[src/rtl/fifo_drain_pkg.sv]
// fifo_drain_pkg -- shared constants and helpers for the FIFO drain block.
//
// Contents:
//   MAX_RD_LATENCY  largest supported FIFO read latency (legal range 1..3)
//   MAX_BUF_DEPTH   largest skid-buffer depth (MAX_RD_LATENCY + 1)
//   PTR_W           pointer width, wide enough for every legal buffer depth
//   OCC_W           occupancy / in-flight counter width (holds 0..MAX_BUF_DEPTH)
//   buf_depth()     buffer depth needed to stream one word per cycle
//   ptr_wrap_inc()  pointer increment modulo an arbitrary (non power-of-2) depth
package fifo_drain_pkg;

  localparam int MAX_RD_LATENCY = 3;
  localparam int MAX_BUF_DEPTH  = MAX_RD_LATENCY + 1;
  localparam int PTR_W          = $clog2(MAX_BUF_DEPTH);
  localparam int OCC_W          = $clog2(MAX_BUF_DEPTH + 1);

  // One slot per read that can be in flight plus one for the word being
  // presented downstream; that keeps reads flowing every cycle while the
  // consumer accepts every cycle.
  function automatic int buf_depth(input int rd_latency);
    return rd_latency + 1;
  endfunction

  // Depth is 2..4, so the wrap point is explicit rather than relying on
  // the natural overflow of the pointer register.
  function automatic logic [PTR_W-1:0] ptr_wrap_inc(input logic [PTR_W-1:0] ptr,
                                                    input int depth);
    if (ptr == PTR_W'(depth - 1)) begin
      return '0;
    end
    return ptr + PTR_W'(1);
  endfunction

endpackage

[src/rtl/i_fifo.sv]
// i_fifo -- read-side view of a synchronous FIFO with a fixed read latency.
//
// Signals:
//   rd_en      pop request from the consumer
//   empty      FIFO holds no words
//   alm_empty  FIFO almost empty (informational)
//   data_out   popped word, valid a fixed number of cycles after rd_en
//   count      number of words held (informational)
//
// Modports:
//   to_consumer  the block that drains the FIFO
//   to_fifo      the FIFO itself
interface i_fifo #(
  parameter int DATA_WIDTH  = 512,
  parameter int COUNT_WIDTH = 32
);

  logic                   rd_en;
  logic                   empty;
  logic                   alm_empty;
  logic [DATA_WIDTH-1:0]  data_out;
  logic [COUNT_WIDTH-1:0] count;

  modport to_consumer (
    output rd_en,
    input  empty,
    input  alm_empty,
    input  data_out,
    input  count
  );

  modport to_fifo (
    input  rd_en,
    output empty,
    output alm_empty,
    output data_out,
    output count
  );

endinterface

[src/rtl/drain_buf.sv]
// drain_buf -- small register-based FIFO that catches words landing from the
// upstream FIFO and presents the oldest one to the downstream consumer.
//
// Ports:
//   clk        clock, all state changes on the rising edge
//   reset_n    asynchronous active-low reset (pointers and occupancy)
//   push       write push_data this cycle (caller guarantees a free slot,
//              counting a same-cycle pop)
//   push_data  word to write
//   pop        remove the head entry this cycle (caller guarantees occupancy>0)
//   head_data  oldest entry; meaningful only while occupancy != 0
//   occupancy  number of entries held, 0..DEPTH
module drain_buf
  import fifo_drain_pkg::*;
#(
  parameter int DATA_WIDTH = 512,
  parameter int DEPTH      = 2
) (
  input  logic                  clk,
  input  logic                  reset_n,
  input  logic                  push,
  input  logic [DATA_WIDTH-1:0] push_data,
  input  logic                  pop,
  output logic [DATA_WIDTH-1:0] head_data,
  output logic [OCC_W-1:0]      occupancy
);

  logic [DATA_WIDTH-1:0] mem [DEPTH];
  logic [PTR_W-1:0]      wr_ptr;
  logic [PTR_W-1:0]      rd_ptr;

  // Storage is data only; it needs no reset because occupancy gates its use.
  // When the buffer is full, wr_ptr equals rd_ptr; a push is only issued in
  // that state together with a pop, and the head has already been presented
  // combinationally before the edge overwrites the slot.
  always_ff @(posedge clk) begin
    if (push) begin
      mem[wr_ptr] <= push_data;
    end
  end

  always_ff @(posedge clk or negedge reset_n) begin
    if (!reset_n) begin
      wr_ptr    <= '0;
      rd_ptr    <= '0;
      occupancy <= '0;
    end else begin
      if (push) begin
        wr_ptr <= ptr_wrap_inc(wr_ptr, DEPTH);
      end
      if (pop) begin
        rd_ptr <= ptr_wrap_inc(rd_ptr, DEPTH);
      end
      // push and pop together leave the count unchanged
      occupancy <= occupancy + OCC_W'(push) - OCC_W'(pop);
    end
  end

  assign head_data = mem[rd_ptr];

endmodule

[src/rtl/fifo_drain.sv]
// fifo_drain -- pulls words out of a fixed-latency FIFO and streams them to a
// valid/ready consumer, sustaining one word per cycle.
//
// Ports:
//   clk        clock, all state changes on the rising edge
//   reset_n    asynchronous active-low reset; deassertion synchronised outside
//   fifo       consumer end of the FIFO (drives rd_en; samples empty,
//              alm_empty, data_out, count)
//   enable     permits new FIFO reads; reads already issued still complete
//   out_valid  out_data holds a valid word
//   out_ready  consumer accepts the word this cycle
//   out_data   oldest buffered word
//   idle       registered: nothing buffered and no reads in flight
//   words_out  count of completed output transfers, wraps silently
//
// Handshake: a word moves downstream on every rising edge where out_valid and
// out_ready are both high. out_valid does not depend on out_ready, and while
// out_valid is high without out_ready the word on out_data is held unchanged.
//
// Reads are issued on credit: a read is allowed only if, after this cycle's
// landing and this cycle's transfer, the buffer plus the reads still in the
// latency pipe leave a free slot. The buffer can therefore never overflow.
module fifo_drain
  import fifo_drain_pkg::*;
#(
  parameter int DATA_WIDTH  = 512,
  parameter int COUNT_WIDTH = 32,
  parameter int RD_LATENCY  = 1
) (
  input  logic                   clk,
  input  logic                   reset_n,
  i_fifo.to_consumer             fifo,
  input  logic                   enable,
  output logic                   out_valid,
  input  logic                   out_ready,
  output logic [DATA_WIDTH-1:0]  out_data,
  output logic                   idle,
  output logic [COUNT_WIDTH-1:0] words_out
);

  localparam int BUF_DEPTH = buf_depth(RD_LATENCY);

  // Bit 0 is the read issued last cycle; bit RD_LATENCY-1 is the read whose
  // data is on fifo.data_out this cycle.
  logic [RD_LATENCY-1:0] inflight;
  logic [RD_LATENCY-1:0] inflight_next;

  logic                  push;
  logic                  pop;
  logic                  rd_en;
  logic [OCC_W-1:0]      occupancy;
  logic [OCC_W-1:0]      occ_next;
  logic [OCC_W-1:0]      pending;
  logic [OCC_W:0]        credit_sum;
  logic [DATA_WIDTH-1:0] head_data;
  logic [COUNT_WIDTH-1:0] words_cnt;
  logic                  idle_q;

  // alm_empty and count are part of the FIFO view but play no part here.
  logic unused_fifo_status;
  assign unused_fifo_status = fifo.alm_empty ^ (^fifo.count);

  assign push = inflight[RD_LATENCY-1];
  assign pop  = out_valid & out_ready;

  // Reads still travelling after this cycle, i.e. excluding the one landing
  // now (that one is counted through push instead).
  always_comb begin
    pending = '0;
    for (int i = 0; i < RD_LATENCY - 1; i++) begin
      pending = pending + OCC_W'(inflight[i]);
    end
  end

  // pop implies occupancy >= 1, so the subtraction cannot underflow.
  assign credit_sum = {1'b0, occupancy} + {1'b0, pending}
                    + (OCC_W+1)'(push) - (OCC_W+1)'(pop);

  // reset_n gates the request so no read is issued while held in reset.
  assign rd_en = reset_n & enable & ~fifo.empty
               & (credit_sum < (OCC_W+1)'(BUF_DEPTH));

  assign fifo.rd_en = rd_en;

  always_comb begin
    inflight_next    = '0;
    inflight_next[0] = rd_en;
    for (int i = 1; i < RD_LATENCY; i++) begin
      inflight_next[i] = inflight[i-1];
    end
  end

  assign occ_next = occupancy + OCC_W'(push) - OCC_W'(pop);

  always_ff @(posedge clk or negedge reset_n) begin
    if (!reset_n) begin
      inflight  <= '0;
      words_cnt <= '0;
      idle_q    <= 1'b1;
    end else begin
      inflight <= inflight_next;
      if (pop) begin
        words_cnt <= words_cnt + COUNT_WIDTH'(1);
      end
      // idle is a flop so it never combinationally follows enable/out_ready
      idle_q <= (occ_next == '0) && (inflight_next == '0);
    end
  end

  drain_buf #(
    .DATA_WIDTH (DATA_WIDTH),
    .DEPTH      (BUF_DEPTH)
  ) u_buf (
    .clk       (clk),
    .reset_n   (reset_n),
    .push      (push),
    .push_data (fifo.data_out),
    .pop       (pop),
    .head_data (head_data),
    .occupancy (occupancy)
  );

  assign out_valid = (occupancy != '0);
  assign out_data  = head_data;
  assign idle      = idle_q;
  assign words_out = words_cnt;

endmodule

[src/flat_wrapper.sv]
// flat-port wrapper written by rule: the top's interface ports become plain ports
module fifo_drain_flat import fifo_drain_pkg::*;
#(
  parameter int DATA_WIDTH  = 512,
  parameter int COUNT_WIDTH = 32,
  parameter int RD_LATENCY  = 1
)
  (clk, reset_n, enable, out_valid, out_ready, out_data, idle, words_out, fifo_rd_en, fifo_empty, fifo_alm_empty, fifo_data_out, fifo_count);
  i_fifo #(.DATA_WIDTH(DATA_WIDTH), .COUNT_WIDTH(COUNT_WIDTH)) fifo_i ();
  input  logic clk;
  input  logic reset_n;
  input  logic enable;
  output logic out_valid;
  input  logic out_ready;
  output logic [DATA_WIDTH-1:0] out_data;
  output logic idle;
  output logic [COUNT_WIDTH-1:0] words_out;
  output wire logic [$bits(fifo_i.rd_en)-1:0] fifo_rd_en;
  input wire logic [$bits(fifo_i.empty)-1:0] fifo_empty;
  input wire logic [$bits(fifo_i.alm_empty)-1:0] fifo_alm_empty;
  input wire logic [$bits(fifo_i.data_out)-1:0] fifo_data_out;
  input wire logic [$bits(fifo_i.count)-1:0] fifo_count;
  assign fifo_rd_en = fifo_i.rd_en;
  assign fifo_i.empty = fifo_empty;
  assign fifo_i.alm_empty = fifo_alm_empty;
  assign fifo_i.data_out = fifo_data_out;
  assign fifo_i.count = fifo_count;
  fifo_drain #(.DATA_WIDTH(DATA_WIDTH), .COUNT_WIDTH(COUNT_WIDTH), .RD_LATENCY(RD_LATENCY)) u_core (.clk(clk), .reset_n(reset_n), .fifo(fifo_i), .enable(enable), .out_valid(out_valid), .out_ready(out_ready), .out_data(out_data), .idle(idle), .words_out(words_out));
endmodule
[config.mk]
export PLATFORM = sky130hd
export DESIGN_NAME = fifo_drain_flat
export DESIGN_NICKNAME = d
export VERILOG_FILES = /design/src/rtl/fifo_drain_pkg.sv /design/src/rtl/i_fifo.sv /design/src/rtl/drain_buf.sv /design/src/rtl/fifo_drain.sv /design/src/flat_wrapper.sv
export SDC_FILE = /design/constraint.sdc
export NUM_CORES = 1
export LEC_CHECK = 0
export CAP_MARGIN = 10
export CELL_PAD_IN_SITES_DETAIL_PLACEMENT = 0
export CELL_PAD_IN_SITES_GLOBAL_PLACEMENT = 1
export CORE_AREA = 10 10 415 417
export DETAILED_ROUTE_END_ITERATION = 10
export DIE_AREA = 0 0 425 427
export HOLD_SLACK_MARGIN = 0.1
export PLACE_DENSITY = 0.56
export SLEW_MARGIN = 25
export SYNTH_ARGS = -nofsm -noshare
export SYNTH_HDL_FRONTEND = slang
export SYNTH_SLANG_ARGS = --single-unit
[constraint.sdc]
create_clock -name clk -period 20.9 [get_ports clk]
set_input_delay 3.135 -clock clk [delete_from_list [all_inputs] [get_ports clk]]
set_output_delay 3.135 -clock clk [all_outputs]
set_load 0.01 [all_outputs]
==> Yosys cells after proc, flatten, opt, wreduce, memory -nomap -nowiden <==
Memories as Yosys holds them, arrays and structs flattened.
Cells that the tools add are included.
{ "op_classes": {"addsub": 7, "magnitude_cmp": 1, "n_eq_ne": 2, "n_mux": 10, "bitwise_logic": 6, "n_reduce_logical": 3} }
{ "op_table": {"columns": ["operator", "n"], "rows": [
  ["adder 32 x 1 -> 32 bit (second input constant)", 1],
  ["two-way mux 2 bit", 4],
  ["two-way mux 1 bit", 6],
  ["adder 2 x 1 -> 2 bit (second input constant)", 2],
  ["adder 3 x 1 -> 4 bit", 1],
  ["AND 1 bit", 4],
  ["== test 2 x 1 -> 1 bit (second input constant)", 2],
  ["< comparator 4 x 2 -> 1 bit (second input constant)", 1],
  ["subtractor 4 x 1 -> 4 bit", 1],
  ["adder 3 x 1 -> 3 bit", 1],
  ["zero test 3 bit", 1],
  ["nonzero test 3 bit", 1],
  ["subtractor 3 x 1 -> 3 bit", 1],
  ["NOT 1 bit", 2],
  ["logical AND 1 bit", 1]
]} }
{ "word_totals": {"ff_bits": 41, "ram_bits": 1024, "in_bits": 550, "out_inout_bits": 547, "elab_cells": 36, "mem_count": 1} }
{ "memory_table": {"columns": ["memory", "depth", "width", "read_ports", "rd_ports_with_merged_regs", "write_ports", "line_no", "source"], "rows": [
  ["u_core.u_buf.mem", 2, 512, 1, 0, 1, "drain_buf.sv:28", "logic [DATA_WIDTH-1:0] mem [DEPTH];"]
]} }

==> Logic depth before layout (Yosys ltp) <==
{ "logic_depth": {"depth_word": 7, "mapped_depth": 11, "depth_no_buf": 10} }

==> Cells and area by module <==
Synthesis repeated with hierarchy kept, for this count alone.
{ "hier_totals": {"cells_unflattened": 1768, "area_unflattened_um2": 40886.7} }
{ "modules_own_cells": {"columns": ["module", "n_inst", "cells_each", "area_each_um2", "seq_area_each_um2"], "rows": [
  ["drain_buf", 1, 1610, 39157.6, 30874.6],
  ["fifo_drain", 1, 158, 1729.2, 852.1]
]} }

==> Least setup slack after synthesis <==
Ideal clock, no wire load.
{ "synth_timing": {"path_type": "register -> register", "startpoint": "reg u_core.u_buf.wr_ptr[0]", "endpoint": "mem u_core.u_buf.mem[0][0] (enable)", "setup_time_ns": 1.398, "t_arrival_ns": 21.566, "required_ns": 19.502, "setup_slack_ns": -2.064, "path_stages_with_launch": 2, "n_path_buf": 0, "period_less_slack_ns": 22.964, "cell_sequence": "dfrtp_1 -> nor2_1"} }
{ "synth_lines": {"columns": ["element", "line_no", "source"], "rows": [
  ["start: declaration", "drain_buf.sv:29", "logic [PTR_W-1:0] wr_ptr;"],
  ["start signal: assignment", "drain_buf.sv:49", "wr_ptr <= ptr_wrap_inc(wr_ptr, DEPTH);"],
  ["end: declaration", "drain_buf.sv:28", null]
]} }
Straight into the memory's write port.

==> Worst setup path after layout <==
{ "layout_timing": {"startpoint": "in out_ready", "endpoint": "out fifo_rd_en"} }
{ "layout_via": {"elab_chain_cells": 4} }
{ "layout_lines": {"columns": ["element", "line_no", "source"], "rows": [
  ["start: declaration", "flat_wrapper.sv:14", "input logic out_ready;"],
  ["AND 1 bit", "fifo_drain.sv:64", "assign pop = out_valid & out_ready;"],
  ["subtractor 4 x 1 -> 4 bit", "fifo_drain.sv:77", "+ (OCC_W+1)'(push) - (OCC_W+1)'(pop);"],
  ["net u_core.credit_sum[2]", "fifo_drain.sv:54", "logic [OCC_W:0] credit_sum;"],
  ["< comparator 4 x 2 -> 1 bit", "fifo_drain.sv:81", "& (credit_sum < (OCC_W+1)'(BUF_DEPTH));"],
  ["AND 1 bit", "fifo_drain.sv:81", null],
  ["end: declaration", "flat_wrapper.sv:18", "output wire logic [$bits(fifo_i.rd_en)-1:0] fifo_rd_en;"]
]} }
The timed path passes the listed nets, and every way through them passes these cells.

==> out/metrics.yaml <==
grt:
  grt_pass1_vias: 21694
  grt_overflow: 0
  antenna_found_initial: 45
  grt_start_max_net_pins: 152
  grt_pass1_wl_um: 176000
  grtUsageTotal: 0.137
floorplanning:
  die-area_mm2: 0.181
  io_pins: 1097
  core_area_mm2: 0.164
  rows: 149
  die_w_um: 425
  die_h_um: 427
  initial_core_util: 0.236
timing:
  clock_skew_ns: 0.0228
  relSlewSlack: 0.298
  finalCriticalPeriod_ns: 9.52
  finalHoldViolations: 0
  setup_violations: 0
  fin_crit_sh: 0.455
  rsz0062_at_grt: "false"
  drv_slew: 0
  max_freq_mhz: 105
  worstMarginPinSlew_ns: 1.05
  fin_tns_setup_ns: 0
yosys:
  synth.distinct_cells: 34
  synth_ff_type: "edfxtp_1"
  synth_edf_count: 1024
  seq_area_frac_synth: 0.820
  ys.warnings.count: 0
  synth-async-reset-ratio: 0.0367
  avgSynthCellArea_um2: 22.1
  syn_area_mm2: 0.0387
  synth_nets: 2309
  synthCells: 1753
  ys_ff_latch: 1063
pwr:
  power_frac_seq: 0.396
  switchingPower_mw: 1.79
  p_per_area_mw_per_mm2: 115
  p_leak_nw: 18.2
  p_comb_frac: 0.289
  p_sw_frac: 0.279
  p_int_mw: 4.64
  finalPower_mw: 6.43
  peakVddDrop_uv: 91.1
  clockPowerShare: 0.315
critical_path:
  cp_data_arrival_time_ns: 6.38
  crit_fanout: 6
  crit_type: "primary input to output port"
  cp.required_ns: 17.77
  cp-start-kind: "primary input"
  worstReg2RegStart: "u_core.u_buf.wr_ptr[0]"
  critPathLaunch: "out_ready"
  end_kind: "output port"
placed_design:
  placed_cell_area_mm2: 0.0520
  io_buffers: 1063
  gp_congestion: 0.803
  placedCellCount: 4966
  place_hpwl_um: 97200
layout:
  syn_to_final_growth_pct: 44.4
  layout.nets: 3453
  final_cell_mix: "clkdlybuf4s50_1 (1062), edfxtp_1 (1024), mux2_2 (513)"
  multiInputGateArea_mm2: 0.00665
  nFillCells: 15758
  final_cells: 5190
  seq_area_mm2: 0.0317
  layout_commonest_cell: "clkdlybuf4s50_1"
  drive_gt1_frac: 0.238
  final_area_mm2: 0.0559
route:
  first_pass_iters: 4
  routed_wl_um: 132000
  vias: 20733
  drtIter0Drc: 1178
  ant_nets: 0
  vias_per_cell: 3.99
  drc_errors: 0
  routedWlPerCell_um: 25.4
clocking:
  path_clk_slew_ns: 0.06
  cts_buffers: 117
  cts_tree: "built"
  hold_buffers: 0
  clock_latency_ns: 0.73
  cts_resized: 0
  cts_root_buffer: "clkbuf_16"
  clock_sinks: 1063
  cts_buffer_depth: 3
  cts_htree_levels: 3
  post_cts_buffers: 0
min_path:
  hold_class: "flip-flop to flip-flop"
  min_from: "u_core.words_out[31]"
outcome:
  status: "complete, no violations"
flow_run:
  max_cap_violations: 0
## Yosys cell counts (all sizes together) (3+ instances only)
master,count,area share
inv,10,0.00097
and4,3,0.00068
nor4,5,0.0017
buf,52,0.0066
xnor2,28,0.0063
ha,5,0.0016
clkbuf,6,0.00058
nor2,7,0.00068
and3,5,0.00081
edfxtp,1024,0.79
xor2,7,0.0016
nand2,10,0.00097
mux2,513,0.15
nand4,12,0.0027
dfrtp,38,0.025
nand3,14,0.0018
## power groups by stage
stage | clock [mW] | sequential (mW) | combinational [mW]
floorplan | 0 | 2.63 | 0.866
global placement | 0 | 2.59 | 1.91
finish | 2.02 | 2.54 | 1.86
CTS | 2.10 | 2.55 | 1.91
global route | 2.19 | 2.56 | 1.97
detailed placement | 0 | 2.59 | 1.90
## worst max-delay path, cell delays in order
cell and delay [ns]:
clkdlybuf4s50_1 0.54, o31a_1 0.33, ha_1 0.28, inv_1 0.05, ha_1 0.16, inv_1 0.05
fa_1 0.37, xnor2_1 0.15, nand2b_1 0.18, nor4_1 0.46, clkdlybuf4s50_1 0.68
## path summary, 6_finish.rpt
path / cells past startpoint / end / slack, ns
setup / recovery: 11 / fifo_rd_en / 11.38
hold / removal: 1 / u_core.words_out[31] / 0.47
setup reg to reg: 5 / u_core.u_buf.mem[1][91] / 16.89
hold reg to reg: 1 / u_core.words_out[31] / 0.47
max in group asynchronous: 2 / u_core.u_buf.rd_ptr[0] / 17.99
min in group asynchronous: 2 / u_core.words_out[31] / 2.47
## registers in the layout, indices dropped and copies added (netlist names)
register                count
u_core.u_buf.mem         1024
u_core.words_out           32
u_core.u_buf.occupancy      3
u_core.idle                 1
u_core.inflight             1
u_core.u_buf.rd_ptr         1
u_core.u_buf.wr_ptr         1
## metal layers
layer	share of wire	vias up	track usage	wire length (um)
met3	0.078	199	0.0507	10300
met5	0.00066	-	0	87
met2	0.53	658	0.250	69700
met1	0.37	10560	0.152	49300
met4	0.019	14	0.0269	2550
li1	-	9302	-	-
## layout make-up
cell class                      count  area share
Antenna cell                        4    0.000179
Inverter                           10    0.000672
Timing Repair Buffer             1083       0.195
Tap cell                         2189      0.0490
Clock inverter                     74      0.0130
Clock buffer                      145      0.0550
Multi-Input combinational cell    622       0.119
Sequential cell                  1063       0.568
## kinds of logic (layout without fill, tap and decap cells)
kind of cell / Yosys count / count (layout) / synth area share
AO/OA/AOI/OAI: 5 / 5 / 0.00126
other: 0 / 4 / 0
XOR/XNOR: 35 / 35 / 0.00793
multiplexers: 513 / 513 / 0.149
AND/OR/NAND/NOR: 63 / 63 / 0.0110
adder cells (fa/ha/maj): 6 / 6 / 0.00213
flip-flops: 1063 / 1063 / 0.820
buffers and inverters: 68 / 1312 / 0.00812
## metrics by stage
| stage | setup WS (ns) | hold slack [ns] | util |
|---|---|---|---|
| final | 11.38 | 0.474 | 0.340 |
| after global routing | 11.15 | 0.492 | 0.340 |
| after CTS | 11.32 | 0.480 | 0.340 |
| after detailed placement | 11.36 | 0.472 | 0.317 |
| after global placement | 11.39 | 0.468 | 0.317 |
| after floorplan | 6.57 | 0.455 | - |
Power figures use the tool's default switching activity.
